===== config.mk =====
export PLATFORM = sky130hd
export DESIGN_NAME = ft60x_mode245_tx
export DESIGN_NICKNAME = d
export VERILOG_FILES = /design/src/rtl/ft60x_mode245_tx.sv
export SDC_FILE = /design/constraint.sdc
export NUM_CORES = 1
export LEC_CHECK = 0
export BUFFER_PORTS_ARGS = -buffer_cell sky130_fd_sc_hd__buf_2
export CELL_PAD_IN_SITES_DETAIL_PLACEMENT = 1
export CELL_PAD_IN_SITES_GLOBAL_PLACEMENT = 1
export CORE_UTILIZATION = 57
export DETAILED_ROUTE_END_ITERATION = 6
export GPL_ROUTABILITY_DRIVEN = 0
export PLACE_DENSITY = 0.87
export SLEW_MARGIN = 20
export SYNTH_ARGS = -nofsm -noshare
export SYNTH_HDL_FRONTEND = slang
export SYNTH_SLANG_ARGS = --single-unit

===== constraint.sdc =====
create_clock -name clk -period 7.9 [get_ports clk]
set_clock_uncertainty 0.2 [all_clocks]
set_input_delay 1.185 -clock clk [delete_from_list [all_inputs] [get_ports clk]]
set_output_delay 1.185 -clock clk [all_outputs]
set_load 0.05 [all_outputs]

===== src/rtl/ft60x_mode245_tx.sv =====
// ft60x_mode245_tx
// Transmit engine for FT600/FT601 245 synchronous FIFO mode. Producer words
// are buffered in a small circular FIFO and burst to the chip while ft_txe
// permits. A word is committed only on an edge where ft_wr=0 and ft_txe=0.
// If ft_txe rises mid-burst, the word on the bus stays at the FIFO head and
// is re-driven on the next burst.
//
// Ports:
//   clk, rst            FT CLKOUT; asynchronous active-low reset
//   in_data/in_be       producer word and byte enables
//   in_valid/in_ready   producer handshake (in_ready = FIFO not full)
//   fifo_level          stored words, including the word on the bus
//   tx_words            committed word count (wraps)
//   ft_data/ft_be       bus data/byte enables, driven when ft_data_oe=1
//   ft_txe              chip can accept data (active-low)
//   ft_wr               write strobe (active-low)
//   ft_oe, ft_rd        tied high (no receive path)
//
// state | meaning
// IDLE  | bus released, ft_wr=1; waiting for ft_txe=0 and data
// WRITE | bus driven, ft_wr=0; a word commits on each edge with ft_txe=0
module ft60x_mode245_tx #(
  parameter int DATA_WIDTH = 16,
  parameter int BE_WIDTH   = DATA_WIDTH / 8,
  parameter int FIFO_AW    = 4
) (
  input  logic                  clk,
  input  logic                  rst,
  input  logic [DATA_WIDTH-1:0] in_data,
  input  logic [BE_WIDTH-1:0]   in_be,
  input  logic                  in_valid,
  output logic                  in_ready,
  output logic [FIFO_AW:0]      fifo_level,
  output logic [31:0]           tx_words,
  output logic [DATA_WIDTH-1:0] ft_data,
  output logic [BE_WIDTH-1:0]   ft_be,
  output logic                  ft_data_oe,
  input  logic                  ft_txe,
  output logic                  ft_wr,
  output logic                  ft_oe,
  output logic                  ft_rd
);

  localparam int DEPTH = 1 << FIFO_AW;
  localparam int EW    = DATA_WIDTH + BE_WIDTH;
  localparam logic [FIFO_AW:0] FULL_LEVEL = (FIFO_AW + 1)'(DEPTH);
  localparam logic [FIFO_AW:0] ONE_LEVEL  = (FIFO_AW + 1)'(1);

  typedef enum logic {
    IDLE  = 1'b0,
    WRITE = 1'b1
  } state_t;

  state_t state, state_next;

  logic [EW-1:0]      mem [DEPTH];
  logic [FIFO_AW-1:0] wr_ptr;
  logic [FIFO_AW-1:0] rd_ptr;
  logic [FIFO_AW:0]   level;

  logic          push;
  logic          pop;
  logic          load;
  logic          load_next;
  logic [EW-1:0] head_word;
  logic [EW-1:0] next_word;
  logic [EW-1:0] load_word;

  assign ft_oe      = 1'b1;
  assign ft_rd      = 1'b1;
  assign in_ready   = (level != FULL_LEVEL);
  assign fifo_level = level;

  assign push = in_valid & in_ready;
  assign pop  = (state == WRITE) & ~ft_txe;

  assign head_word = mem[rd_ptr];
  // When only one word remains, its successor is the word being pushed on
  // this same edge; it is not in the array yet, so take it from the input.
  assign next_word = (level == ONE_LEVEL) ? {in_be, in_data}
                                          : mem[rd_ptr + FIFO_AW'(1)];
  assign load_word = load_next ? next_word : head_word;

  always_comb begin
    state_next = state;
    load       = 1'b0;
    load_next  = 1'b0;
    case (state)
      IDLE: begin
        if (!ft_txe && (level != '0)) begin
          state_next = WRITE;
          load       = 1'b1;
        end
      end
      WRITE: begin
        if (!ft_txe) begin
          // remaining after pop = level - 1 + push
          if ((level > ONE_LEVEL) || push) begin
            load      = 1'b1;
            load_next = 1'b1;
          end else begin
            state_next = IDLE;
          end
        end else begin
          // no commit: head is kept and re-loaded when the next burst starts
          state_next = IDLE;
        end
      end
      default: state_next = IDLE;
    endcase
  end

  always_ff @(posedge clk or negedge rst) begin
    if (!rst) begin
      state      <= IDLE;
      ft_wr      <= 1'b1;
      ft_data_oe <= 1'b0;
      ft_data    <= '0;
      ft_be      <= '0;
    end else begin
      state      <= state_next;
      ft_wr      <= (state_next != WRITE);
      ft_data_oe <= (state_next == WRITE);
      if (load) begin
        {ft_be, ft_data} <= load_word;
      end
    end
  end

  always_ff @(posedge clk) begin
    if (push) begin
      mem[wr_ptr] <= {in_be, in_data};
    end
  end

  always_ff @(posedge clk or negedge rst) begin
    if (!rst) begin
      wr_ptr   <= '0;
      rd_ptr   <= '0;
      level    <= '0;
      tx_words <= '0;
    end else begin
      if (push) begin
        wr_ptr <= wr_ptr + FIFO_AW'(1);
      end
      if (pop) begin
        rd_ptr   <= rd_ptr + FIFO_AW'(1);
        tx_words <= tx_words + 32'd1;
      end
      case ({push, pop})
        2'b10:   level <= level + ONE_LEVEL;
        2'b01:   level <= level - ONE_LEVEL;
        default: level <= level;
      endcase
    end
  end

endmodule


==> out/metrics.csv, run 1 <==
metric,value,unit
routedWlPerCell,32.6,um
ys_seq_elements,353,
drt_iter0_drc,1232,
via_count,10500,
synth-edff-count,288,
grt_pass1_vias,11400,
timing.setup.tns,0,ns
cts_made_buffers,38,
crit_family,flip-flops,
post_cts_resized,0,
clockBufferDepth,3,
cts.sinks,353,
viasPerCell,7.00,
dr.pass1.iters,5,
peakVddDrop,263,uV
worst_slack,3.68,ns
gr-total-overflow,0,
die_h,174,um
leakagePower,6.59,nW
start_util,58.2,%
power_density,416,nW/um^2
syn_inst,1015,
postCtsSetupBuffers,0,
crit_fanout,56,
synth_top_cell_area_share,51.5,%
cp_data_required_time,8.10,ns
async_flop_share,18.4,%
final_common_cell,edfxtp_1,
grt_max_degree,66,
wirelength,49000,um
core_area,28900,sq um
placed_area,17600,sq um
die-area,30200,sq um
route.detailed.drc,0,
status,finished clean,
dieWidth,174,um
rrSetupSlack,3.68,ns
final_cell_area,18800,sq um
clkLatencyLatePin,0.53,ns
drive_gt1_share,32.4,%
rsz0062_at_grt,false,
critPathSlowestCell,dfrtp_4,
root_buffer,clkbuf_16,
drv_slew,0,
grt.total_usage,33.5,%
syn_avg_cell_area,16.6,sq um
cap_viol_max_count,0,
crit_path_max_incr_delay,1.05,ns
layout_min_cycle_time,4.22,ns
pin_count,82,
path_class,flop to flop,
grt_pass1_wl,73200,um
cp.arrival,4.42,ns
hold_path.class,flop to flop,
finalSetupViolations,0,
yosys-top-cells-area,"edfxtp_1, mux4_2, dfrtp_1, mux2i_1, mux2_2",
tightest_slew,1.08,ns
dp_hpwl,27300,um
ys_seq_area_share,61.1,%
core.rowCount,62,
cp_cell_sequence,ha_4 > buf_4 > mux4_2 > mux2_2 > nand3_1 > o211ai_1 > o2111a_1,
io_buffers,79,
final_nets,1121,
cts_hold_buf,0,
fmaxAchievable,237,MHz
finalHoldViolCount,0,
hold_slack,0.273,ns
synth_area,16800,sq um
ys_dominant_reg_cell,edfxtp_1,
crit_path_end_kind,flop,
cts_tree,built,
max_slew_margin,27.5,%
cts_htree_levels,2,
antenna_found_initial,2,
start_kind,flop,
antenna_left,0,
ys_types,49,
layout_common_cells,"edfxtp_1, mux4_2, nand2_1, buf_2, mux2i_1",
fin_crit_sh,53.5,%
yosysTopAreaCell,edfxtp_1,
area_growth,12.1,%
path_clk_slew,0.06,ns
dp_slack,3.66,ns
cp.buffers_inverters,1,
synth_warnings,0,
## state kept, by name, indices dropped and copies added (netlist names)
name,cells
ft_be,2
mem,288
wr_ptr,4
ft_wr,1
tx_words,32
fifo_level,5
rd_ptr,4
state,1
ft_data,16
## synthesized netlist by cell type (3+ instances only)
cell type    n
o221ai_1    18
buf_1        4
and3_1       4
clkbuf_1    22
nand3_1     26
edfxtp_1   288
mux2_2      54
ha_1        11
nand2_1     85
mux2i_1     73
and4_1       5
buf_2       22
inv_1        8
a21oi_1     20
o211ai_1    18
and2_1       3
buf_6        9
nand4_1      6
nor2_1      20
nor3_1       6
buf_4       10
nor2_4       3
nor2_2       4
nand2b_1     5
mux4_2     108
dfrtp_1     64
o21ai_0     20
a22oi_1     18
xnor2_1     30
xor2_1      12
o2111a_1    18
## routing by layer
| layer | vias up | global-route usage, % | routed length (um) |
|---|---|---|---|
| li1 | 4226 | - | - |
| met1 | 5421 | 43.7 | 18100 |
| met2 | 720 | 54.3 | 23700 |
| met3 | 161 | 7.26 | 4970 |
| met4 | 2 | 15.1 | 2220 |
| met5 | - | 0 | 13 |
## logic make-up after synthesis
| group | count (synthesis) | share of synthesized area [%] |
|---|---|---|
| AND/OR/NAND/NOR | 179 | 5.47 |
| multiplexers | 235 | 22.4 |
| adder cells (fa/ha/maj) | 11 | 0.819 |
| buffers and inverters | 77 | 2.58 |
| AO/OA/AOI/OAI | 115 | 5.08 |
| other | 1 | 0.0223 |
| XOR/XNOR | 44 | 2.45 |
| flip-flops | 353 | 61.1 |
## per-stage QoR
stage               utilization [%]  std cells  power (mW)
global route                   65.3       1503        8.12
global placement               60.9       1432        5.84
detailed placement             60.9       1432        5.99
floorplan                         -       1016        5.13
finish                         65.3       1504        7.84
CTS                            65.3       1502        7.83
## cell type report
type,instances,area (sq um)
Antenna cell,2,5.00
Clock buffer,55,1130
Clock inverter,15,131
Fill cell,2506,10000
Inverter,8,30.0
Multi-Input combinational cell,586,6210
Sequential cell,353,10300
Tap cell,384,480
Timing Repair Buffer,101,561
## path summary, 6_finish.rpt
kind / startpoint / end / cells after the start
max: rd_ptr[0] / ft_data[10] / 7
min: tx_words[31] / tx_words[31] / 1
max reg2reg: rd_ptr[0] / ft_data[10] / 7
min reg2reg: tx_words[31] / tx_words[31] / 1
max in group asynchronous: rst / rd_ptr[0] / 2
min in group asynchronous: rst / ft_be[0] / 2
## power breakdown
part           leakage [nW]  switching, mW  internal, mW  total (mW)
logic                  2.55           1.96          1.47        3.43
clock network         0.618          0.731          1.06        1.79
registers              3.42          0.343          2.28        2.62
total                  6.59           3.03          4.81        7.84
Note: power is estimated with default switching activity, not from simulation.
==> run 2, diff against run 1 <==
- CORE_UTILIZATION: 57 -> 53
- PLACE_DENSITY: 0.87 -> 0.82
- clock period: 7.9 -> 4.4 ns (I/O delays scaled with it)
==> run 2 against run 1 <==
  * Clock-buffer cell count grew 2
  * Utilization decreased by 3.8 points
  * Final cell count rose by 2.1%
  * Largest cell class unchanged
  * Total power rose by 81%
  * Register-to-register slack worse by 2.6 ns
  * Via count is 1.2% lower
==> out/metrics.csv, run 2 (synthesized netlist as in run 1, its figures left out) <==
metric,value,unit,change
cts.sinks,353,,unchanged
peakVddDrop,627,uV,+140%
diodes,0,,-2
cts_tree,built,,
clkLatencyLatePin,0.53,ns,about the same
path_class,flop to flop,,
crit_fanout,19,,-66%
layout_common_cells,"edfxtp_1, mux4_2, nand2_1, buf_2, mux2i_1",,
p_comb_share,44.8,%,+1.1 points
post_cts_resized,0,,unchanged
core.rowCount,64,,+3.2%
antenna_found_initial,3,,+1
cp.arrival,3.58,ns,-0.84 ns
grt_pass1_wl,72500,um,-1.0%
max_slew_margin,19.0,%,-8.5 points
largest_reg_flops,288,,unchanged
cts_made_buffers,38,,unchanged
core_area,30900,sq um,+7.1%
layout_min_cycle_time,3.37,ns,-0.852 ns
regMostFlops,mem,,
p_int,8.84,mW,+84%
finalSetupViolations,0,,unchanged
cap_viol_max_count,0,,unchanged
clock_power_share,23.0,%,about the same
hold_slack,0.0433,ns,-0.229 ns
crit_path_end_kind,flop,,
power_density,748,nW/um^2,+80%
grt_max_degree,56,,-15%
drv_slew,0,,unchanged
hold_path.class,input port to async pin,,
cp_data_required_time,4.60,ns,-3.50 ns
path_clk_slew,0.06,ns,about the same
timing.setup.tns,0,ns,unchanged
rsz0062_at_grt,false,,
drt_iter0_drc,914,,-26%
largest_registers,"mem: 288 flops, tx_words: 32 flops, ft_data: 16 flops",,
die-area,32400,sq um,+7.5%
start_util,54.4,%,-3.9 points
dr.pass1.iters,5,,unchanged
postCtsSetupBuffers,0,,unchanged
rrSetupSlack,1.03,ns,-2.65 ns
root_buffer,clkbuf_16,,
p_sw_share,37.9,%,-0.82 points
wirelength,47600,um,-2.9%
dp_hpwl,29300,um,+7.3%
n_fill_cell,2739,,+9.3%
pwr-share-seq,32.2,%,-1.2 points
dieWidth,180,um,+3.7%
cts_hold_buf,0,,unchanged
fmaxAchievable,297,MHz,+25%
io_buffers,79,,unchanged
drive_gt1_share,33.2,%,+0.81 points
p_switching,5.38,mW,+77%
die_h,180,um,+3.7%
grt_pass1_vias,11500,,+0.96%
via_count,10400,,-1.2%
cts_htree_levels,2,,unchanged
final_nets,1143,,+2.0%
status,finished clean,,
routedWlPerCell,31.0,um,-4.8%
route.detailed.drc,0,,unchanged
tightest_slew,1.21,ns,+0.130 ns
area_growth,13.1,%,
gr-total-overflow,0,,unchanged
antenna_left,0,,unchanged
grt.total_usage,30.2,%,-3.3 points
pin_count,82,,unchanged
clockBufferDepth,3,,unchanged
leakagePower,6.72,nW,+2.0%
start_kind,flop,,
finalHoldViolCount,0,,unchanged
viasPerCell,6.78,,-3.2%
fin_crit_sh,76.6,%,+23 points
final_common_cell,edfxtp_1,,
-- run 2: final cells by class --
type | instances | area, sq um | share of cell area (%)
flip-flops and latches | 353 | 10300 | 54.1
multi-input cells | 586 | 6170 | 32.4
clock buffers | 57 | 1120 | 5.87
repair buffers | 123 | 763 | 4.01
well taps | 396 | 495 | 2.61
clock inverters | 12 | 158 | 0.829
inverters | 8 | 30.0 | 0.158
-- run 2: worst max-delay path, cell delays in order (launching register included) --
cell	delay (ns)
dfrtp_2	0.84
nand3_2	0.20
xnor2_2	0.19
buf_4	0.35
nand2b_1	0.98
o211ai_1	0.27
o2111a_1	0.20
-- run 2: path summary, 6_finish.rpt --
kind	start	end	depth (start not counted)
setup / recovery	rd_ptr[2]	ft_data[4]	6
hold / removal	rst	tx_words[2]	1
setup reg to reg	rd_ptr[2]	ft_data[4]	6
hold reg to reg	tx_words[31]	tx_words[31]	1
max in group asynchronous	rst	ft_data[8]	2
min in group clk	tx_words[31]	tx_words[31]	1
-- run 2: power by group through the flow --
stage,logic (mW),registers (mW),clock network (mW)
2_1_floorplan,4.40,4.81,0
3_3_place_gp,6.07,4.58,0
3_5_place_dp,6.29,4.63,0
4_1_cts,6.36,4.57,3.33
5_1_grt,6.69,4.63,3.44
6_report,6.37,4.58,3.27
-- run 2: per-stage QoR --
step	std cells	power (mW)	cell area, sq um	worst slack, ns	util, %
after floorplan	1016	9.21	16800	0.408	-
after global routing	1535	14.8	19000	1.03	61.5
after detailed placement	1466	10.9	17700	1.14	57.4
final	1535	14.2	19000	1.03	61.5
after global placement	1466	10.6	17700	1.33	57.4
after CTS	1535	14.3	19000	1.13	61.5
-- run 2: routing by layer --
layer	track usage, %	vias to the layer above	wire, um
met4	11.2	4	1610
li1	-	4267	-
met3	5.32	133	3590
met1	38.6	5449	17900
met5	0	-	27
met2	52.0	555	24400
==> run 3, diff against run 2 <==
- CORE_UTILIZATION: 53 -> 48
- PLACE_DENSITY: 0.82 -> 0.78
- clock period: 4.4 -> 2.94 ns (I/O delays scaled with it)
==> run 3 against run 2 <==
  * Combinational power increased by 55%
  * Utilization decreased by 5.5 points
  * Via count about the same
  * Clock-buffer cell count decreased by 10
  * Critical path depth increased by 2
  * Largest cell class unchanged
  * Fmax increased by 19%
  * Sequential power increased by 46%
  * Total power increased by 51%
  * Worst hold slack improved by 0.053 ns
  * Final cell count increased by 5.1%
==> out/metrics.csv, run 3 (synthesized netlist as in run 1, its figures left out) <==
metric,value,unit,change
status,finished clean,,
startpoint,rd_ptr[1],,
cts_made_buffers,39,,+2.6%
timing.rr.end,ft_be[0],,
clockBufferDepth,3,,unchanged
routedWlPerCell,29.8,um,-3.9%
cts_htree_levels,2,,unchanged
finalHoldViolCount,0,,unchanged
pin_count,82,,unchanged
fmaxAchievable,354,MHz,+19%
grt_max_degree,115,,+110%
drv_slew,0,,unchanged
drt_iter0_drc,882,,-3.5%
tightest_slew,0.756,ns,-0.458 ns
dieWidth,189,um,+5.0%
p_sw_share,38.2,%,+0.31 points
p_int,13.2,mW,+50%
holdPathStages,1,,
route.detailed.drc,0,,unchanged
antenna_left,0,,unchanged
largest_reg_flops,288,,unchanged
final_common_cell,edfxtp_1,,
final_cell_area,19300,sq um,+1.6%
root_buffer,clkbuf_16,,
cp.arrival,3.08,ns,-0.50 ns
drive_gt1_share,34.9,%,+1.8 points
clock_power_share,22.6,%,-0.4 points
diodes,0,,unchanged
regMostFlops,mem,,
wirelength,48100,um,+1.0%
core_area,34500,sq um,+11%
power_density,1110,nW/um^2,+48%
worstRegToRegCells,8,,+2
timing.setup.tns,0,ns,unchanged
path_clk_slew,0.06,ns,about the same
layout_common_cells,"edfxtp_1, mux4_2, nand2_1, buf_2, mux2i_1",,
leakagePower,6.83,nW,+1.6%
crit_path_end_kind,flop,,
hold_path.class,input port to flop,,
start_kind,flop,,
die_h,189,um,+5.0%
peakVddDrop,940,uV,+50%
p_comb_share,46.2,%,+1.4 points
io_buffers,79,,unchanged
max_slew_margin,49.6,%,+31 points
area_growth,14.9,%,
via_count,10400,,+0.058%
start_util,48.8,%,-5.6 points
grt_pass1_wl,72500,um,about the same
largest_registers,"mem: 288 flops, tx_words: 32 flops, ft_data: 16 flops",,
grt.total_usage,27.6,%,-2.6 points
grt_pass1_vias,11200,,-2.3%
viasPerCell,6.45,,-4.8%
clkLatencyLatePin,0.53,ns,about the same
core.rowCount,68,,+6.3%
cp_data_required_time,3.19,ns,-1.41 ns
fin_crit_sh,96.1,%,+19 points
p_switching,8.18,mW,+52%
finalSetupViolations,0,,unchanged
dp_hpwl,29200,um,-0.31%
hp-start,in_data[5],,
cap_viol_max_count,0,,unchanged
die-area,35800,sq um,+10%
cts.sinks,353,,unchanged
final_nets,1163,,+1.7%
hold_end,mem[11][5],,
finish.utilization,56.1,%,-5.5 points
antenna_found_initial,1,,-2
gr-total-overflow,0,,unchanged
dr.pass1.iters,4,,-1
pwr-share-seq,31.3,%,-0.9 points
rrSetupSlack,0.11,ns,-0.91 ns
placed_area,18000,sq um,+1.7%
crit_fanout,110,,+91
n_fill_cell,3160,,+15%
layout_min_cycle_time,2.83,ns,-0.547 ns
cts_tree,built,,
path_class,flop to flop,,
r2r_start,rd_ptr[1],,
-- run 3: changes by cell type in the layout (fill, tap and decap cells not counted), moves of 2 or more --
cell / previous run / this run
nor2_4: 3 / 6
buf_4: 41 / 57
clkinv_1: 2 / 7
clkbuf_16: 41 / 39
dfrtp_2: 1 / 3
dfrtp_1: 61 / 59
clkinvlp_4: 0 / 3
buf_12: 3 / 5
clkinv_2: 6 / 8
nor3_2: 5 / 1
clkbuf_1: 13 / 5
nor3_4: 0 / 4
nor2_2: 16 / 13
-- run 3: per-stage QoR --
stage / hold WS [ns] / worst slack (ns) / power, mW / instances
after CTS: 0.0834 / 0.0534 / 21.5 / 1614
after global placement: 0.230 / 0.278 / 16.2 / 1543
after floorplan: -0.0546 / 0.0298 / 13.9 / 1016
after global routing: 0.0978 / -0.00939 / 22.3 / 1614
final: 0.0965 / 0.115 / 21.4 / 1614
after detailed placement: 0.237 / 0.115 / 16.6 / 1543
-- run 3: worst max-delay path by stage --
stage | endpoint | slack (ns) | depth (start not counted)
global route | ft_be[0] | -0.009 | 8
finish | ft_be[0] | 0.11 | 8
floorplan | mem[3][0] | 0.03 | 7
detailed placement | ft_be[0] | 0.12 | 8
CTS | ft_be[0] | 0.05 | 8
global placement | ft_data[1] | 0.28 | 8
-- run 3: cell type report --
cell class | instances | area (sq um) | share of cell area (%)
repair buffers | 142 | 956 | 4.95
clock buffers | 47 | 1040 | 5.36
clock inverters | 23 | 218 | 1.13
inverters | 8 | 30.0 | 0.155
flip-flops and latches | 353 | 10300 | 53.3
well taps | 455 | 569 | 2.95
multi-input cells | 586 | 6220 | 32.2
-- run 3: worst max-delay path, stage by stage (launching register included) --
cell and delay (ns):
dfrtp_4 0.44, buf_12 0.54, nand3_2 0.21, xnor2_2 0.18, buf_4 0.20, nand2b_1 0.16, buf_4 0.26, o211ai_1 0.31
o2111a_1 0.22
-- run 3: layer usage --
layer  routed length, um  part of all wire, %  up-vias  global-route usage, %
li1                    -                    -     4303                      -
met1               19200                   40     5483                   37.2
met2               23200                   48      512                   44.5
met3                4050                  8.4      114                   5.91
met4                1600                  3.3        2                   9.65
met5                  13                0.027        -                      0
-- run 3: power groups by stage --
stage          Sequential, mW  Clock (mW)  Combinational, mW
2_1_floorplan            7.20           0               6.68
3_3_place_gp             6.72           0               9.53
3_5_place_dp             6.77           0               9.79
4_1_cts                  6.68        4.89               9.92
5_1_grt                  6.76        5.05               10.5
6_report                 6.70        4.83               9.89
-- run 3: what timing repair did --
item,in CTS,in global routing
hold endpoints to repair,30,0
endpoints found under the setup margin,0,1
buffers inserted,0,0
hold buffers,1,0
resized for setup,0,1
